==> src/rtl/order_dispatcher_pkg.sv <==
// order_dispatcher_pkg
//   Shared definitions for the order dispatcher: opcode encodings, the
//   controller state encoding and the default engine count / watchdog width.
//   No ports; imported by order_dispatcher.

package order_dispatcher_pkg;

    // Opcode field values as stored in the order cache.
    localparam logic [2:0] OP_CONV     = 3'd0;
    localparam logic [2:0] OP_POOL     = 3'd1;
    localparam logic [2:0] OP_UPSAMPLE = 3'd2;
    localparam logic [2:0] OP_ADD      = 3'd3;
    localparam logic [2:0] OP_FINISH   = 3'd7;

    localparam int NUM_ENGINE_DEF = 4;
    localparam int TO_W_DEF       = 24;

    typedef enum logic [2:0] {
        IDLE   = 3'd0,
        WAIT_R = 3'd1,
        LATCH  = 3'd2,
        ISSUE  = 3'd3,
        RUN    = 3'd4,
        RETIRE = 3'd5
    } state_t;

endpackage

==> src/rtl/order_dispatcher.sv <==
// order_dispatcher
//   Read-side consumer of the order cache FIFO. Pops one order, waits out the
//   cache read latency, decodes the opcode, pulses the matching engine start,
//   waits for that engine's done (or the watchdog) and retires the order.
//   Exactly one order is in flight at a time.
//
// Ports
//   system_clk     clock
//   rst_n          asynchronous active-low reset
//   dispatch_en    allow new pops
//   pop_order_en   pop request to the cache (combinational, IDLE only)
//   order_valid    cache accepted the pop this cycle
//   order_valid_r  order_valid delayed by one cycle
//   order, id      opcode / id fields, stable the cycle after order_valid_r
//   engine_start   one-hot, one-cycle start pulse per engine
//   engine_done    one-cycle done pulse per engine
//   busy           an order is in flight
//   retire_valid   one-cycle retire pulse
//   retire_id      id of the last retired order (held)
//   retire_err     illegal opcode or watchdog timeout, qualified by retire_valid
//   finish         sticky, set when the finish opcode retires
//   order_count    retired orders, wraps modulo 2^32

module order_dispatcher
    import order_dispatcher_pkg::*;
#(
    parameter int         NUM_ENGINE = NUM_ENGINE_DEF,
    parameter logic [2:0] FINISH_OP  = OP_FINISH,
    parameter int         TO_W       = TO_W_DEF
) (
    input  logic                  system_clk,
    input  logic                  rst_n,
    input  logic                  dispatch_en,
    output logic                  pop_order_en,
    input  logic                  order_valid,
    input  logic                  order_valid_r,
    input  logic [2:0]            order,
    input  logic [31:0]           id,
    output logic [NUM_ENGINE-1:0] engine_start,
    input  logic [NUM_ENGINE-1:0] engine_done,
    output logic                  busy,
    output logic                  retire_valid,
    output logic [31:0]           retire_id,
    output logic                  retire_err,
    output logic                  finish,
    output logic [31:0]           order_count
);

    localparam int ENG_W = (NUM_ENGINE > 1) ? $clog2(NUM_ENGINE) : 1;
    localparam logic [NUM_ENGINE-1:0] START_ONE = NUM_ENGINE'(1);
    // The counter steps to all-ones on the cycle it leaves RUN, so the exit
    // test looks at the value one below the limit.
    localparam logic [TO_W-1:0] WD_LAST = {{(TO_W-1){1'b1}}, 1'b0};

    state_t           state;
    logic [2:0]       op_q;
    logic [31:0]      id_q;
    logic [TO_W-1:0]  watchdog;

    logic             order_is_engine;
    logic             op_is_engine;
    logic [ENG_W-1:0] op_idx;
    logic             op_done;

    assign order_is_engine = int'(order) < NUM_ENGINE;
    assign op_is_engine    = int'(op_q) < NUM_ENGINE;
    assign op_idx          = op_q[ENG_W-1:0];
    assign op_done         = engine_done[op_idx];

    // NOTE: pop_order_en is the one combinational output, so the cache sees the
    // pop in the same cycle the dispatcher returns to IDLE; no bubble per order.
    assign pop_order_en = (state == IDLE) && dispatch_en && !finish;

    // NOTE: all state and outputs below use non-blocking assignments so every
    // branch reads the pre-edge values, regardless of statement order.
    always_ff @(posedge system_clk or negedge rst_n) begin
        if (!rst_n) begin
            state        <= IDLE;
            busy         <= 1'b0;
            op_q         <= '0;
            id_q         <= '0;
            watchdog     <= '0;
            engine_start <= '0;
            retire_valid <= 1'b0;
            retire_id    <= '0;
            retire_err   <= 1'b0;
            finish       <= 1'b0;
            order_count  <= '0;
        end else begin
            engine_start <= '0;
            retire_valid <= 1'b0;

            case (state)
                IDLE: begin
                    if (order_valid) begin
                        state <= WAIT_R;
                        busy  <= 1'b1;
                    end
                end

                WAIT_R: begin
                    if (order_valid_r) begin
                        state <= LATCH;
                    end
                end

                LATCH: begin
                    op_q  <= order;
                    id_q  <= id;
                    state <= ISSUE;
                    // Decoding the raw field here lets the registered start
                    // pulse sit exactly in the ISSUE cycle.
                    if (order_is_engine) begin
                        engine_start <= START_ONE << order;
                    end
                end

                ISSUE: begin
                    if (op_is_engine) begin
                        watchdog <= '0;
                        state    <= RUN;
                    end else begin
                        state        <= RETIRE;
                        retire_valid <= 1'b1;
                        retire_id    <= id_q;
                        retire_err   <= (op_q != FINISH_OP);
                        order_count  <= order_count + 32'd1;
                        if (op_q == FINISH_OP) begin
                            finish <= 1'b1;
                        end
                    end
                end

                RUN: begin
                    watchdog <= watchdog + TO_W'(1);
                    // A done in the timeout cycle still counts as success.
                    if (op_done || (watchdog == WD_LAST)) begin
                        state        <= RETIRE;
                        retire_valid <= 1'b1;
                        retire_id    <= id_q;
                        retire_err   <= !op_done;
                        order_count  <= order_count + 32'd1;
                    end
                end

                RETIRE: begin
                    state <= IDLE;
                    busy  <= 1'b0;
                end

                default: begin
                    state <= IDLE;
                    busy  <= 1'b0;
                end
            endcase
        end
    end

endmodule

==> config.mk <==
export PLATFORM = sky130hd
export DESIGN_NAME = order_dispatcher
export DESIGN_NICKNAME = d
export VERILOG_FILES = /design/src/rtl/order_dispatcher_pkg.sv /design/src/rtl/order_dispatcher.sv
export SDC_FILE = /design/constraint.sdc
export NUM_CORES = 1
export LEC_CHECK = 0
export ABC_AREA = 1
export CAP_MARGIN = 10
export CORE_ASPECT_RATIO = 1.5
export CORE_MARGIN = 2
export CORE_UTILIZATION = 53
export DETAILED_ROUTE_END_ITERATION = 6
export PLACE_DENSITY_LB_ADDON = 0.3
export REMOVE_ABC_BUFFERS = 1
export SLEW_MARGIN = 10
export SYNTH_ARGS = -nofsm -noshare
export SYNTH_HDL_FRONTEND = slang
export SYNTH_SLANG_ARGS = --single-unit
==> constraint.sdc <==
create_clock -name system_clk -period 1.83 [get_ports system_clk]
set_input_delay 0.366 -clock system_clk [delete_from_list [all_inputs] [get_ports system_clk]]
set_output_delay 0.366 -clock system_clk [all_outputs]
set_load 0.03 [all_outputs]
==> results.yml <==
grt:
  grt_overflow: 0
  grt_max_degree: 66
  grt_pass1_vias: 6210
  grt_pass1_wl_um: 29300
  track_usage_pct: 28.1
  antenna_found_initial: 0
cts:
  clk_latency_ns: 0.42
  cts_sinks: 134
  cts_tree: "yes"
  clockBufferDepth: 2
  clock-root-buffer: "clkbuf_16"
  h-tree-depth: 4
  path_clk_slew_ns: 0.06
  cts_buffers: 17
finish:
  areaGrowthSynthToFinish_pct: 33.6
  regArea_mm2: 0.00335
  multi_input_area_mm2: 0.00295
  fill_cells: 937
  drive_above_1_share_pct: 8.17
  final_area_mm2: 0.00889
  finish.net_count: 1075
  fin_cells: 1197
  final_util_pct: 71.7
  num_antenna_cells: 0
timing:
  finalCritPeriodShare_pct: 99.6
  setup_viol: 0
  slew_headroom_pct: 67.9
  hold_viol: 0
  fin_crit_ns: 1.82
  rsz0062_at_grt: "true"
  max_freq_mhz: 549
  finalClockSkew_ns: 0.00629
  setup_tns_ns: 0
  tightest_slew_ns: 0.482
  maxSlewViolCount: 0
detailed_routing:
  drt-vias-per-instance: 5.44
  drt-initial-drc-count: 481
  drc: 0
  ant_nets: 0
  vias: 6510
  first_pass_iters: 4
  postRouteWirelength_um: 19200
  avgRoutedWirePerCell_um: 16.1
synthesis:
  synth_top_family_by_area: "simple AND/OR/NAND/NOR gates"
  synthAdderAreaFrac_pct: 0.564
  syn_avg_cell_area_um2: 7.50
  async_flop_share_pct: 100
  synth_compound_area_share_pct: 2.41
  muxShareOfSynthArea_pct: 0
  synth_cells: 887
  ys_top_cells_by_area: "dfrtp_1 50%, nand2_1 23%, nand3_1 6.5%"
  synth_xor_area_share_pct: 2.37
  yosysMostFrequentCell: "nand2_1"
  seq_area_frac_synth_pct: 50.4
  synth_edf_count: 0
  synthSimpleGateAreaFrac_pct: 38.5
  synth_warnings: 0
  ys_types: 28
  yosys.area.top_type: "dfrtp_1"
  ys_top_cells_by_count: "410 x nand2_1, 134 x dfrtp_1, 87 x nand3_1, 84 x nor2_1, 45 x inv_1"
  synth-main-ff-cell: "dfrtp_1"
  netlist_area_mm2: 0.00665
  post-synth-top-area-fraction_pct: 50.4
  ys_seq_elements: 134
place:
  dp_cells: 1156
  placed_area_mm2: 0.00809
  place_hpwl_um: 12300
  gp_congestion: 0.874
  io_buffers: 116
floorplanning:
  initial_core_util_pct: 53.7
  die_height_um: 141
  core-area_mm2: 0.0124
  io_pins: 117
  rows: 50
  die-area_mm2: 0.0135
  fp.dieW_um: 95.5
setup_path:
  crit_arrival_ns: 1.46
  path_max_fanout: 3
  worstSetupEndpointType: "output pin"
  worstPathRequired_ns: 1.46
  crit_path_start_kind: "register"
  path_class: "register to output pin"
status:
  outcome: "completed"
hold_path:
  hp-class: "primary input to asynchronous set/reset pin"
power_and_ir_drop:
  max-vdd-ir-drop_uv: 767
  leakagePower_uw: 0.00474
  power_density_mw_per_mm2: 1400
flow_run:
  drv_cap: 0
==> layout by cell type (no fill, tap or decap), drive strengths merged, types with 6 or more instances in the layout <==
master         instances
dlygate4sd2           50
clkdlybuf4s50         49
nor2                  87
buf                   35
xor2                  13
clkbuf                23
nand2                412
inv                   48
nor3                   6
o21ai                 24
dlymetal6s2s          15
dfrtp                134
nand3                 87
nand3b                15
nand4                 12
==> cells by family after synthesis <==
kind of cell / after synthesis
xor+xnor: 18
fa+ha+maj: 3
buf+inv: 79
flops: 134
simple gates: 622
compound gates: 31
==> metal layers <==
layer  global-route usage [%]  wire length, µm
met4                     12.1              807
met2                     49.9            10400
met1                     32.1             7010
met3                     5.67             1020
met5                        0                0
==> final timing paths <==
| path | from | to | slack [ns] | cells after the start |
|---|---|---|---|---|
| max | state[0] | pop_order_en | 0.007 | 5 |
| min | rst_n | retire_valid | 0.45 | 2 |
| max reg2reg | order_count[0] | order_count[16] | 0.04 | 9 |
| min reg2reg | id_q[16] | retire_id[16] | 0.46 | 2 |
| max in group asynchronous | rst_n | retire_id[14] | 0.78 | 3 |
| min in group system_clk | id_q[16] | retire_id[16] | 0.46 | 2 |
==> per-stage QoR <==
step	hold slack (ns)	power, µW	setup slack (ns)
after floorplan	0.0704	6690	-1.62
after global placement	0.338	8520	0.00501
after detailed placement	0.345	8620	-0.0181
after CTS	0.464	12200	0.000561
after global routing	0.481	13000	-0.0825
final	0.454	12400	0.00730
==> state kept, by name (all words and copies together) (netlist names) <==
name          cells
retire_id        32
watchdog         24
busy              1
id_q             32
state             3
retire_err        1
engine_start      4
op_q              3
order_count      32
retire_valid      1
finish            1
==> critical path: stages, from the launching register on <==
cell and delay [ns]:
dfrtp_1 0.39, nor2_2 0.14, buf_4 0.13, nand2_1 0.10, nor2_2 0.13, buf_6 0.14
==> timing repair <==
action,in CTS,in global routing
endpoints found under the hold margin,44,0
hold buffers,1,0
gates cloned,0,5
setup buffers,2,1
pin swaps,0,1
resized for setup,51,31
setup endpoints to repair,51,78
==> cell type report <==
class / instances / area share (%)
clock buffers: 20 / 5.14
clock inverters: 12 / 1.97
well taps: 156 / 2.20
inverters: 48 / 2.03
multi-input cells: 674 / 33.2
repair buffers: 153 / 17.7
flip-flops and latches: 134 / 37.7
==> report_power, final <==
group	internal, µW	total [µW]	switching [µW]
Combinational	1630	4370	2750
Sequential	3830	4390	562
Clock	2350	3650	1300
Power figures use the tool's default switching activity.
